--- config.mk ---
export PLATFORM = sky130hd
export DESIGN_NAME = alu_nor_gate
export DESIGN_NICKNAME = d
export VERILOG_FILES = /design/src/rtl/alu_pkg.sv /design/src/rtl/alu_flag_reg.sv /design/src/rtl/alu_nor_gate.sv
export SDC_FILE = /design/constraint.sdc
export NUM_CORES = 1
export LEC_CHECK = 0
export ABC_AREA = 0
export CAP_MARGIN = 20
export CORE_AREA = 2 2 39 41
export CTS_CLUSTER_SIZE = 40
export DETAILED_ROUTE_END_ITERATION = 8
export DIE_AREA = 0 0 41 43
export PLACE_DENSITY_LB_ADDON = 0.08
export SKIP_LAST_GASP = 1
export SLEW_MARGIN = 20
export SYNTH_ARGS = -nofsm -noshare
export SYNTH_HDL_FRONTEND = slang
export SYNTH_SLANG_ARGS = --single-unit
export TNS_END_PERCENT = 50
--- constraint.sdc ---
create_clock -name clk -period 0.95 [get_ports clk]
set_input_delay 0.19 -clock clk [delete_from_list [all_inputs] [get_ports clk]]
set_output_delay 0.19 -clock clk [all_outputs]
set_load 0.02 [all_outputs]
--- src/rtl/alu_pkg.sv ---
// Shared definitions for the integer ALU logic slices.
package alu_pkg;

  localparam int ALU_WIDTH = 4;

  // Result-mux select; each logic slice owns one entry.
  typedef enum logic [1:0] {
    OP_AND = 2'd0,
    OP_OR  = 2'd1,
    OP_XOR = 2'd2,
    OP_NOR = 2'd3
  } alu_op_e;

endpackage

--- src/rtl/alu_flag_reg.sv ---
// Result/flag register shared by the ALU logic slices: captures on valid, holds otherwise.
module alu_flag_reg #(
  parameter int WIDTH = 4
) (
  input  logic             clk,
  input  logic             rst_n,
  input  logic             i_valid,
  input  logic [WIDTH-1:0] i_result,
  input  logic             i_zero,
  input  logic             i_ones,
  output logic [WIDTH-1:0] o_result,
  output logic             o_zero,
  output logic             o_ones,
  output logic             o_valid
);

  logic [WIDTH-1:0] r_result_p1;
  logic             r_zero_p1;
  logic             r_ones_p1;
  logic             r_vld_p1;

  // Stage p1: zero flag resets high so it agrees with the cleared result.
  always_ff @(posedge clk or negedge rst_n) begin
    if (!rst_n) begin
      r_result_p1 <= '0;
      r_zero_p1   <= 1'b1;
      r_ones_p1   <= 1'b0;
      r_vld_p1    <= 1'b0;
    end else begin
      r_vld_p1 <= i_valid;
      if (i_valid) begin
        r_result_p1 <= i_result;
        r_zero_p1   <= i_zero;
        r_ones_p1   <= i_ones;
      end
    end
  end

  assign o_result = r_result_p1;
  assign o_zero   = r_zero_p1;
  assign o_ones   = r_ones_p1;
  assign o_valid  = r_vld_p1;

endmodule

--- src/rtl/alu_nor_gate.sv ---
// Bitwise NOR slice: combinational result for the ALU mux plus a registered, flagged copy.
module alu_nor_gate
  import alu_pkg::*;
#(
  parameter int WIDTH = ALU_WIDTH
) (
  input  logic             clk,
  input  logic             rst_n,
  input  logic [WIDTH-1:0] A,
  input  logic [WIDTH-1:0] B,
  input  logic             in_valid,
  output logic [WIDTH-1:0] result,
  output logic [WIDTH-1:0] result_q,
  output logic             zero_q,
  output logic             ones_q,
  output logic             out_valid
);

  function automatic logic f_all_zero(input logic [WIDTH-1:0] v);
    return (v == '0);
  endfunction

  logic [WIDTH-1:0] w_nor_p0;
  logic             w_zero_p0;
  logic             w_ones_p0;

  // Stage p0: combinational NOR and flags; all-ones output means both operands were zero.
  assign w_nor_p0  = ~(A | B);
  assign w_zero_p0 = f_all_zero(w_nor_p0);
  assign w_ones_p0 = f_all_zero(A | B);

  assign result = w_nor_p0;

  // Stage p1: registered result and flags.
  alu_flag_reg #(
    .WIDTH(WIDTH)
  ) u_flag_reg (
    .clk      (clk),
    .rst_n    (rst_n),
    .i_valid  (in_valid),
    .i_result (w_nor_p0),
    .i_zero   (w_zero_p0),
    .i_ones   (w_ones_p0),
    .o_result (result_q),
    .o_zero   (zero_q),
    .o_ones   (ones_q),
    .o_valid  (out_valid)
  );

endmodule

# Word level (Yosys, flattened, before mapping)
# Index checks and enable logic that the tools add are counted.
[op_classes]
bitwise_logic = 2
reduce_logical = 2
[ops]
columns = ["operator", "n"]
rows = [
  ["4-bit zero test", 2],
  ["4-bit inverter", 1],
  ["4-bit OR", 1],
]
[totals]
register_bits = 7
out_inout_bits = 11

# Longest topological paths before layout
[logic_depth]
depth_word = 3
ltp_mapped = 3
mapped_depth_nobuf = 2

# By module
# A second synthesis with hierarchy kept.
[unflattened]
hier_cells = 20
hier_area_um2 = 324.1
[modules_own_cells]
columns = ["module", "instances", "cells_each", "area_per_inst_um2", "seq_area_each_um2"]
rows = [
  ["alu_flag_reg", 1, 14, 277.8, 176.4],
  ["alu_nor_gate", 1, 6, 46.3, 0.0],
]

# Worst setup path after synthesis
# OpenSTA, ideal clock, no wires.
[synth_timing]
path_type = "input -> register"
from = "input port B[1]"
to = "register u_flag_reg.r_result_p1[1] (netlist: u_flag_reg.o_result[1])"
setup_ns = 0.067
t_arrival_ns = 0.834
path_slack_ns = 0.049
stages = 2
path_buffers = 0
path_cell_list = "nor2_1 mux2_2"
[synth_between]
elab_chain_len = 2
[synth_rtl]
columns = ["item", "line_no", "text"]
rows = [
  ["start: declaration", "alu_nor_gate.sv:10", "input logic [WIDTH-1:0] B,"],
  ["4-bit OR", "alu_nor_gate.sv:28", "assign w_nor_p0 = ~(A | B);"],
  ["4-bit inverter", "alu_nor_gate.sv:28", ""],
  ["end signal: assignment", "alu_flag_reg.sv:32", "r_result_p1 <= i_result;"],
  ["end: declaration", "alu_flag_reg.sv:17", "logic [WIDTH-1:0] r_result_p1;"],
]
# Every way passes these cells.
# A chain may end at the register's enable or synchronous reset.

# Final worst setup path
[layout_timing]
from = "register u_flag_reg.r_zero_p1 (netlist: u_flag_reg.o_zero)"
to = "output port zero_q"
[layout_lines]
columns = ["item", "line_no", "text"]
rows = [
  ["start: declaration", "alu_flag_reg.sv:18", "logic r_zero_p1;"],
  ["start signal: assignment", "alu_flag_reg.sv:33", "r_zero_p1 <= i_zero;"],
  ["end: declaration", "alu_nor_gate.sv:14", "output logic zero_q,"],
]
# No word-level cell between the ends.

==> impl_summary.txt <==
----------------------------------------------------
[Status]
  Result of the run ... finished with violations
  Failing checks ... negative setup slack

[Synth]
  Flip-flop and latch count after synthesis ... 7
  Syn Area/Cell ... 13.2 sq um
  Distinct cells, synth ... 12
  Net count after synthesis ... 34
  Cell accounting for the most synthesized area ... sky130_fd_sc_hd__dfrtp_1
  Number of synthesis warnings ... 0
  Cell Area, Synth ... 303 sq um
  Cells after synthesis ... 23
  Register area share after synthesis ... 58.3%
  Top-area cell type share of the netlist area ... 49.6%
  Largest cells by area after synthesis ... sky130_fd_sc_hd__dfrtp_1 (50%), sky130_fd_sc_hd__mux2_2 (15%), sky130_fd_sc_hd__dfstp_2 (8.7%)

[Drt]
  Via total after detailed routing ... 302
  DRC ... 0
  Detailed-route wire length per cell ... 11.0 microns
  First-pass iteration count of the detailed router ... 2
  ANT nets after route ... 0
  Detailed-route vias per instance ... 4.25
  Routed Wire Length ... 779 microns
  Initial DRC Count ... 1

[Timing]
  Slew @ Worst Pin ... 0.342 ns
  Number of failing hold endpoints at the final stage ... 0
  Maximum clock skew at final layout ... 0 ns
  Slew headroom ... 77.2%
  Setup repair after global routing missed its margin ... true
  Setup ws final ... -0.123 ns
  Highest attainable clock frequency ... 0.932 GHz
  Share of the clock period used by the worst path ... 113%
  Worst Hold Margin ... 0.207 ns
  Total of endpoints with negative setup slack in the final report ... 4
  Slew Limit Fails ... 0
  Period minus WS final ... 1.07 ns

[Worst setup path]
  Top Family by Delay on Critical Path ... flip-flops
  Crit path buf inv count ... 1
  Reg2Reg Capture Point ... u_flag_reg.o_ones
  Kind of critical path ... reg -> out
  Max FO, Critical Path ... 2
  Crit path capture type ... primary output
  Instance count on the critical path ... 1
  Series of cell instances along the critical path ... buf_6
  FF-to-FF path depth ... 2
  Flop2flop setup slack ... 0.12 ns
  Worst Setup Start Kind ... flip-flop
  Cell type of the slowest stage on the worst timing path ... sky130_fd_sc_hd__dfstp_2
  Required time of the worst setup path ... 0.76 ns
  Reg-to-reg startpoint ... u_flag_reg.o_ones
  Arrival time of data at the critical path endpoint ... 0.88 ns
  Stage delay of the slowest cell on the critical path ... 0.53 ns

[Place]
  Final HPWL DP ... 641 microns
  Number of port buffers ... 21
  Final Wtd Congestion ... 0.606
  Placed cells ... 66

[Die]
  Core area ... 1380 sq um
  Boundary pin count ... 22
  Initial standard-cell utilization of the core ... 21.9%
  Number of standard-cell rows in the floorplan ... 14
  Die height ... 43 microns
  Die W ... 41 microns
  Area enclosed by the die boundary ... 1760 sq um

[Global route]
  Via count of the first global-routing pass ... 328
  Antenna violations before repair ... 0
  Global-route wire length before repair ... 1260 microns
  Busiest grt layer ... met2
  Aggregate global-route resource usage ... 10.4%
  Global routing usage on met2 ... 15.6%
  Met3 Use GR ... 6.28%
  Routing usage on met1 ... 12.6%
  Leftover overflow at the end of global routing ... 0
  Maximum number of pins on one net before global-route repair ... 9

[Clock network]
  Root Driver ... sky130_fd_sc_hd__clkbuf_4
  Number of H-tree levels ... 1
  Maximum root-to-sink buffer count ... 2
  Worst skew pair latency ... 0.24 ns
  Clock transition at the registers of the reported paths ... 0.05 ns
  Clock buffer count from CTS ... 3
  TritonCTS clock tree ... yes
  TritonCTS sink count ... 7

[Final layout]
  Most frequent cells in the layout ... sky130_fd_sc_hd__buf_6 (10), sky130_fd_sc_hd__buf_4 (9), sky130_fd_sc_hd__dlygate4sd2_1 (7)
  Number of antenna cells inserted ... 0
  Final-stage net count ... 67
  Fraction of layout instances using a drive strength above 1 ... 58.2%
  Most common cell after layout, fill and taps aside ... sky130_fd_sc_hd__buf_6
  Post-synthesis to final-layout area growth ... 105%
  Layout Cells excl Fill ... 71

[Power and ir drop]
  Power density over cell area ... 1320 nW/um^2
  Leakage ... 0.330 nW
  Total power after layout ... 0.000822 W
  Maximum ir drop on the vdd rail ... 732 uV

[Worst hold path]
  Worst hold path type ... in -> async

[Flow run]
  Number of maximum-capacitance constraint violations ... 0

----------------------------------------------------
## metal layers
metal | up-vias | routed length [microns]
li1 | 145 | -
met1 | 144 | 298
met2 | 13 | 405
met3 | 0 | 75
met4 | 0 | 0
met5 | - | 0
## flip-flops by register name, indices dropped and copies added, names as in the netlist
signal               flops
u_flag_reg.o_result      4
u_flag_reg.o_zero        1
u_flag_reg.o_ones        1
u_flag_reg.o_valid       1
## area by class of cell
class | instances | area, sq um
multi-input combinational | 14 | 119
clock buffer | 4 | 26.3
timing repair buffer | 29 | 277
tap | 16 | 20.0
sequential | 7 | 176
inverter | 1 | 3.75
fill | 147 | 762
## synth_stat cells, drive strengths merged
cell,count
o22ai,1
nand2b,1
o41ai,1
nor4,1
dfstp,1
nor2b,1
buf,1
inv,1
a41o,1
nor2,4
dfrtp,6
mux2,4
## worst reg2reg max path: stages, from the launching register on
cell,delay (ns)
sky130_fd_sc_hd__dfrtp_1,0.38
sky130_fd_sc_hd__nor2b_1,0.13
sky130_fd_sc_hd__a41o_1,0.20
## kinds of logic after synthesis
family / after synthesis / share of synthesized area, %
AOI/OAI and AO/OA: 3 / 10.7
and+or+nand+nor: 7 / 11.2
muxes: 4 / 14.9
buffers and inverters: 2 / 4.96
DFF: 7 / 58.3
## repair_timing
| action | CTS | global route |
|---|---|---|
| pin swaps | 3 | 1 |
| hold buffers | 0 | 0 |
| gates resized for setup | 61 | 16 |
| setup endpoints to repair | 17 | 11 |
| buffers inserted | 1 | 0 |
## worst max path at each step
stage                            from  slack (ns)                      to
global route        u_flag_reg.o_zero       -0.16                  zero_q
finish              u_flag_reg.o_zero       -0.12                  zero_q
floorplan                        B[1]        0.05  u_flag_reg.o_result[1]
CTS                              B[2]       -0.16               result[2]
global placement                 B[2]       -0.61               result[2]
detailed placement               B[2]       -0.63               result[2]
## power breakdown
group	leakage, nW	internal, W	switching, W
Clock	0.0150	0.000160	0.000103
Sequential	0.0877	0.000324	0.0000140
Combinational	0.228	0.000124	0.0000966
Total	0.330	0.000608	0.000214
## stage by stage
step           setup TNS (ns)  worst slack [ns]  utilization, %  cell area, sq um
3_5_place_dp            -6.25            -0.628            41.5               574
4_1_cts                -0.861            -0.163            43.9               608
3_3_place_gp            -6.11            -0.610            41.5               574
5_1_grt                -0.394            -0.162            44.9               622
6_report               -0.138            -0.123            44.9               622
2_1_floorplan               0            0.0489               -               303
(Power assumes the default switching activity.)
